$ cat src/rtl/uart_tx_sched.sv
`default_nettype none
// ============================================================================
// Module      : uart_tx_sched
// Description : Round-robin byte scheduler for four requesters feeding one
//               UART transmitter. Define UART_TX_SCHED_TAG_EN to prefix each
//               data byte with a tag byte {4'hA, 2'b00, id}.
// Revision    : 1.0 - initial release
// ============================================================================
module uart_tx_sched #(
  parameter int NREQ       = 4,
  parameter int GAP_CYCLES = 16,
  parameter int BUSY_TMO   = 8
) (
  input  logic              clk,
  input  logic              reset,
  input  logic [NREQ-1:0]   i_req,
  input  logic [8*NREQ-1:0] i_data,
  output logic [NREQ-1:0]   o_grant,
  output logic              o_tx_start,
  output logic [7:0]        o_tx_data,
  input  logic              i_tx_busy,
  output logic              o_busy,
  output logic [1:0]        o_last_id
);

  localparam logic [7:0] c_tmo_last = 8'(BUSY_TMO - 1);
  localparam logic [7:0] c_gap_last = 8'(GAP_CYCLES - 1);

  typedef enum logic [2:0] {
    IDLE      = 3'd0,
    LOAD      = 3'd1,
    WAIT_BUSY = 3'd2,
    WAIT_DONE = 3'd3,
    GAP       = 3'd4
`ifdef UART_TX_SCHED_TAG_EN
    ,
    LOAD_DATA = 3'd5
`endif
  } state_t;

  state_t     r_state;
  state_t     w_state_nxt;
  state_t     w_after_byte;
  logic [7:0] r_cnt;
  logic [7:0] w_cnt_nxt;
  logic [1:0] r_ptr;
  logic [1:0] w_win;
  logic [7:0] w_win_byte;
  logic [7:0] r_tx_data;
  logic [1:0] r_last_id;
  logic       w_take;
`ifdef UART_TX_SCHED_TAG_EN
  logic [7:0] r_byte;
  logic       r_tag_phase;
`endif

  // Scan from the highest offset down so the nearest requester after r_ptr wins.
  always_comb begin
    w_win = r_ptr;
    for (int i = NREQ - 1; i >= 0; i--) begin
      if (i_req[r_ptr + 2'(i)]) begin
        w_win = r_ptr + 2'(i);
      end
    end
  end

  assign w_win_byte = i_data[{w_win, 3'b000} +: 8];
  assign w_take     = (r_state == IDLE) && (|i_req);

`ifdef UART_TX_SCHED_TAG_EN
  assign w_after_byte = r_tag_phase ? LOAD_DATA : GAP;
`else
  assign w_after_byte = GAP;
`endif

  always_ff @(posedge clk or posedge reset) begin
    if (reset) begin
      r_state <= IDLE;
      r_cnt   <= '0;
    end else begin
      r_state <= w_state_nxt;
      r_cnt   <= w_cnt_nxt;
    end
  end

  always_comb begin
    w_state_nxt = r_state;
    w_cnt_nxt   = r_cnt;
    case (r_state)
      IDLE: begin
        if (|i_req) w_state_nxt = LOAD;
      end
      LOAD: begin
        w_state_nxt = WAIT_BUSY;
        w_cnt_nxt   = '0;
      end
      WAIT_BUSY: begin
        // A late busy rise on the final timeout cycle still counts as a frame.
        if (i_tx_busy) begin
          w_state_nxt = WAIT_DONE;
          w_cnt_nxt   = '0;
        end else if (r_cnt == c_tmo_last) begin
          w_state_nxt = w_after_byte;
          w_cnt_nxt   = '0;
        end else begin
          w_cnt_nxt = r_cnt + 8'd1;
        end
      end
      WAIT_DONE: begin
        if (!i_tx_busy) begin
          w_state_nxt = w_after_byte;
          w_cnt_nxt   = '0;
        end
      end
      GAP: begin
        if (r_cnt == c_gap_last) begin
          w_state_nxt = IDLE;
          w_cnt_nxt   = '0;
        end else begin
          w_cnt_nxt = r_cnt + 8'd1;
        end
      end
`ifdef UART_TX_SCHED_TAG_EN
      LOAD_DATA: begin
        w_state_nxt = WAIT_BUSY;
        w_cnt_nxt   = '0;
      end
`endif
      default: begin
        w_state_nxt = IDLE;
        w_cnt_nxt   = '0;
      end
    endcase
  end

  always_ff @(posedge clk or posedge reset) begin
    if (reset) begin
      r_ptr       <= '0;
      r_last_id   <= '0;
      r_tx_data   <= '0;
`ifdef UART_TX_SCHED_TAG_EN
      r_byte      <= '0;
      r_tag_phase <= 1'b0;
`endif
    end else begin
      if (w_take) begin
        r_ptr       <= w_win + 2'd1;
        r_last_id   <= w_win;
`ifdef UART_TX_SCHED_TAG_EN
        r_tx_data   <= {4'hA, 2'b00, w_win};
        r_byte      <= w_win_byte;
        r_tag_phase <= 1'b1;
`else
        r_tx_data   <= w_win_byte;
`endif
      end
`ifdef UART_TX_SCHED_TAG_EN
      if (w_state_nxt == LOAD_DATA) begin
        r_tx_data   <= r_byte;
        r_tag_phase <= 1'b0;
      end
`endif
    end
  end

  assign o_grant   = (r_state == LOAD) ? (NREQ'(1) << r_last_id) : '0;
  assign o_tx_data = r_tx_data;
  assign o_busy    = (r_state != IDLE);
  assign o_last_id = r_last_id;

`ifdef UART_TX_SCHED_TAG_EN
  assign o_tx_start = (r_state == LOAD) || (r_state == LOAD_DATA);
`else
  assign o_tx_start = (r_state == LOAD);
`endif

endmodule
`default_nettype wire

$ cat config.mk
export PLATFORM = sky130hd
export DESIGN_NAME = uart_tx_sched
export DESIGN_NICKNAME = d
export VERILOG_FILES = /design/src/rtl/uart_tx_sched.sv
export SDC_FILE = /design/constraint.sdc
export NUM_CORES = 1
export LEC_CHECK = 0
export CAP_MARGIN = 20
export CORE_UTILIZATION = 34
export DETAILED_ROUTE_END_ITERATION = 8
export GPL_TIMING_DRIVEN = 0
export PLACE_DENSITY = 0.75
export SYNTH_ARGS = -nofsm -noshare
export SYNTH_HDL_FRONTEND = slang
export SYNTH_SLANG_ARGS = --single-unit
$ cat constraint.sdc
create_clock -name clk -period 2.5 [get_ports clk]
set_clock_uncertainty 0.05 [all_clocks]
set_input_delay 0.5 -clock clk [delete_from_list [all_inputs] [get_ports clk]]
set_output_delay 0.5 -clock clk [all_outputs]
set_load 0.005 [all_outputs]
# Yosys cells after proc, flatten, opt, wreduce, memory -nomap -nowiden
# Index checks and enable logic that the tools add are counted.
[word_totals]
input_bits = 39
word_cells = 57
out_inout_bits = 16
reg_bits = 23
[op_classes]
bitwise = 1
n_eq_ne = 10
mux = 24
order_cmp = 4
n_reduce_logical = 6
addsub = 5
shifts = 2
[op_table]
columns = ["operator", "n"]
rows = [
  ["8-bit two-way mux", 4],
  ["8-bit one-hot mux with 4 select lines", 1],
  ["32-bit by 6-bit indexed part select with 8-bit output", 1],
  ["3-bit two-way mux", 5],
  ["3-bit one-hot mux with 5 select lines", 1],
  ["2-bit by 3-bit less-than comparator with 1-bit output (second input constant)", 4],
  ["8-bit by 1-bit adder with 8-bit output (second input constant)", 1],
  ["1-bit binary-select mux with 2-bit select", 4],
  ["8-bit by 3-bit == test with 1-bit output (second input constant)", 1],
  ["8-bit by 4-bit == test with 1-bit output (second input constant)", 1],
  ["2-bit two-way mux", 4],
  ["3-bit by 2-bit == test with 1-bit output (second input constant)", 2],
  ["2-bit by 1-bit adder with 2-bit output (second input constant)", 2],
  ["2-bit adder (second input constant)", 2],
  ["1-bit two-way mux", 4],
  ["4-bit two-way mux", 1],
  ["2-bit != test (second input constant)", 2],
  ["4-bit AND reduction", 1],
  ["4-bit OR reduction", 1],
  ["1-bit by 2-bit << shifter with 4-bit output (first input constant)", 1],
  ["3-bit by 1-bit == test with 1-bit output (second input constant)", 1],
  ["3-bit == test (second input constant)", 1],
  ["3-bit logical NOT", 1],
  ["3-bit != test (second input constant)", 1],
  ["5 further kinds", 5],
]

# Logic depth before layout (Yosys ltp)
[depth]
depth_word = 8
depth_mapped = 7
ltp_nobuf = 6

# Worst setup path before layout
# No wires, ideal clock.
[synth_path]
path_kind = "reg-to-reg"
start = "reg r_cnt[0]"
end = "reg r_cnt[3]"
setup_time_ns = 0.072
required_time_ns = 2.378
t_arrival_ns = 1.624
stages_incl_launch_ff = 7
period_less_slack_ns = 1.746
slack_ns = 0.754
n_path_buf = 0
cell_sequence = "dfrtp_1 ha_1 and4bb_1 a31oi_1 o21ai_1 a221o_1 nor2_1"
[synth_between]
elab_chain_len = 4
elab_cells_between_ends = 7
cone_classes = "add/sub: 1; eq/ne: 2; mux: 4"
[synth_lines]
columns = ["element", "line", "source"]
rows = [
  ["start, declared", "44", "logic [7:0] r_cnt;"],
  ["start signal, assigned", "82", "r_cnt <= w_cnt_nxt;"],
  ["8-bit by 1-bit adder with 8-bit output or 8-bit by 3-bit == test with 1-bit output (tied branches)", "106, 120, 102", ""],
  ["8-bit two-way mux", "102", "end else if (r_cnt == c_tmo_last) begin"],
  ["8-bit two-way mux", "99", "if (i_tx_busy) begin"],
  ["8-bit one-hot mux with 4 select lines (*)", "89", "case (r_state)"],
]
# Mark *: on every way between the ends. The rest lies on a longest branch, timed or not.
# A chain may end at the register's enable or synchronous reset.

# Worst setup path in the final report
[layout_path]
start = "reg r_state[1]"
end = "out o_grant[1]"
[layout_between]
elab_chain_len = 2
[layout_lines]
columns = ["element", "line", "source"]
rows = [
  ["start, declared", "41", "state_t r_state;"],
  ["start signal, assigned", "81", "r_state <= w_state_nxt;"],
  ["3-bit by 1-bit == test with 1-bit output", "166", "assign o_grant = (r_state == LOAD) ? (NREQ'(1) << r_last_id) : '0;"],
  ["4-bit two-way mux", "166", ""],
  ["end, declared", "18", "output logic [NREQ-1:0] o_grant,"],
]
# No other way between the ends.

==> key figures <==
Synthesis
  – Synth warn: 0
  – Syn_area_per_cell: 8.99 sq um
  – Cell Area, Synth: 1480 sq um
  – EDFF count, synth: 0
  – Cells after Synth: 165
  – Yosys top cell area share: 38.8%
  – Sequential area share after synthesis: 38.8%
  – Synth cell count leaders: dfrtp_1 (23), nand2_1 (23), nor2_1 (18)
  – Count of cell types in the netlist: 42
  – Synth area leader: dfrtp_1
  – FF+latch count, synth: 23
  – Largest cells by area after synthesis: dfrtp_1 (39%), mux2i_1 (11%), nand2_1 (5.8%), o221ai_1 (5.3%), nor2_1 (4.6%)
  – Post-synth top flop: dfrtp_1
  – Async SR Flop Fraction: 100%
  – Syn nets: 205

Clock tree
  – Worst skew pair latency: 0.27 ns
  – CTS tree: yes
  – Root Buffer: clkbuf_8
  – CTS clk-pin slew, worst paths: 0.09 ns
  – CTS buffer count: 3
  – CTS max path bufs: 2
  – Htree depth: 1
  – Sink Count: 23

STA
  – Rel. slew slack: 42.7%
  – Tightest Pin Transition: 0.859 ns
  – Max Transition Viols Final: 0
  – Fin crit share: 95.8%
  – Final setup TNS: 0 ns
  – Setup-failing EPs final: 0
  – Max Freq: 418 MHz
  – Hold Vio Cnt, Final: 0
  – Post-layout min period: 2.39 ns
  – RSZ-0062 raised after global routing: false

Drt
  – Drt pass-1 iters: 4
  – Residual DRC: 0
  – Routed WL per cell: 14.3 microns
  – Vias: 1421
  – DRT iter0 DRCs: 44
  – Post-Route WL: 3.86 mm
  – Routed vias/inst: 5.28
  – DRT antenna net count: 0

Global routing
  – GRT Util Overall: 17.3%
  – First-pass GRT wire length: 5.98 mm
  – Vias in the first global route: 1345
  – Largest net degree at the start of global routing: 24
  – Antenna violations before repair: 0
  – Grt total ovfl: 0

Setup path
  – Crit path largest cell delay: 0.52 ns
  – CP Data Required Time: 1.95 ns
  – CP top delay family: simple AND/OR/NAND/NOR gates
  – Critical path class: reg -> out
  – Data arrival time of the critical path: 1.84 ns
  – CP bufs+invs: 1
  – R2r setup slk: 0.51 ns
  – CP max FO: 13
  – Critical path cell sequence: nand2b_1, nor2_2, nand2_1, nor2_1, clkdlybuf4s50_1
  – CP max-delay cell: clkdlybuf4s50_1
  – Startpoint types: flip-flop
  – Crit end category: primary output

Die
  – Starting density of the core: 36.3%
  – Core area: 4090 sq um
  – Site Rows: 23
  – I/O Pins: 55
  – Die X: 68.1 microns
  – Chip Height: 68.1 microns
  – Die area: 4630 sq um

Final layout
  – Area growth syn-to-layout: 42.7%
  – Nets: 260
  – Fill cells: 397
  – Ratio of cells with drive above 1 in the final layout: 7.31%
  – Finished Cell Area: 2120 sq um
  – Finished Layout Cells: 269
  – # diodes: 0

Place
  – GP Congestion: 0.897
  – Placed Area: 2080 sq um
  – Placed cells: 268
  – Detailed Place HPWL: 2.90 mm
  – I/O Buffers: 53

Pwr
  – Leakage: 0.912 nW
  – Pwr Density: 974 nW/um^2
  – Tot Pwr: 2.06 mW
  – VDD IR max: 0.000453 V

Run
  – Max-cap violation count: 0

Min path
  – Worst hold path type: reg -> reg

Status
  – Outcome: finished clean
==> worst register-to-register path: stages, from the launching register on <==
cell and delay (ns):
dfrtp_1 0.45, ha_1 0.31, and4bb_1 0.28, a31oi_1 0.19
o21ai_1 0.08, a221o_1 0.44, nor2_1 0.14
==> placed cells by master, fill, tap and decap left out, types with 2 or more instances in the layout <==
| cell type | Yosys | routed |
|---|---|---|
| nand3_1 | 2 | 2 |
| nand4_1 | 6 | 6 |
| a21oi_1 | 4 | 4 |
| nand2_1 | 23 | 23 |
| nor2b_1 | 3 | 3 |
| xnor2_1 | 2 | 2 |
| inv_1 | 7 | 7 |
| mux2i_1 | 16 | 16 |
| clkdlybuf4s50_1 | 0 | 53 |
| clkbuf_1 | 5 | 2 |
| a21o_1 | 3 | 3 |
| clkbuf_8 | 0 | 3 |
| o221ai_1 | 9 | 9 |
| o21ai_0 | 5 | 5 |
| nor2_1 | 18 | 17 |
| xor2_1 | 4 | 4 |
| o21ai_1 | 4 | 4 |
| buf_6 | 3 | 3 |
| dfrtp_1 | 23 | 21 |
| dfrtp_2 | 0 | 2 |
| a31oi_1 | 2 | 2 |
| and3_1 | 3 | 3 |
==> power by group <==
part           internal, mW  switching (mW)  leakage (nW)
Combinational         0.600           0.532         0.594
Clock                 0.112           0.135        0.0255
Sequential            0.518           0.164         0.293
Total                  1.23           0.831         0.912
==> final timing paths <==
path | startpoint | endpoint | depth (start not counted)
max | r_state[1] | o_grant[1] | 5
min | o_tx_data[4] | o_tx_data[4] | 2
max reg2reg | r_cnt[0] | r_cnt[3] | 6
min reg2reg | o_tx_data[4] | o_tx_data[4] | 2
max in group asynchronous | reset | r_state[1] | 2
min in group asynchronous | reset | r_cnt[1] | 2
==> logic make-up after synthesis <==
group,synth area share (%)
simple gates,21.8
compound gates,17.8
flops,38.8
mux,11.6
buf+inv,5.65
xor+xnor,3.54
fa+ha+maj,0.843
==> through the flow <==
stage	worst slack [ns]	utilization, %	hold WS, ns
floorplan	0.754	-	0.427
global placement	0.153	50.8	0.420
detailed placement	0.122	50.8	0.428
CTS	0.0300	51.8	0.447
global route	0.00147	51.8	0.472
finish	0.106	51.8	0.442
==> sequential cells by signal, indices dropped and copies added, names as in the netlist <==
signal     count
o_tx_data      8
r_ptr          2
r_state        3
r_cnt          8
o_last_id      2
==> layout make-up <==
class	count	area (sq um)	area share (%)
Multi-Input combinational cell	126	827	39.1
Sequential cell	23	578	27.3
Timing Repair Buffer	53	531	25.1
Tap cell	50	62.6	2.96
Buffer	6	46.3	2.19
Clock buffer	3	41.3	1.95
Inverter	7	26.3	1.24
Clock inverter	1	5.00	0.236
==> per-layer routing <==
layer  track usage (%)  up-vias  share of wire [%]  routed length, microns
li1                  -      702                  -                       -
met1              22.5      675                 47                    1810
met2              28.1       37                 47                    1830
met3              2.50        7                3.4                     131
met4              8.07        0                2.1                      81
met5                 0        -                  0                       0
==> timing repair <==
| item | CTS | global route |
|---|---|---|
| setup buffers | 0 | 0 |
| cloned | 0 | 0 |
| setup endpoints to repair | 4 | 4 |
| hold buffers | 0 | 0 |
| gates resized for setup | 1 | 2 |
Note: power is estimated with default switching activity, not from simulation.
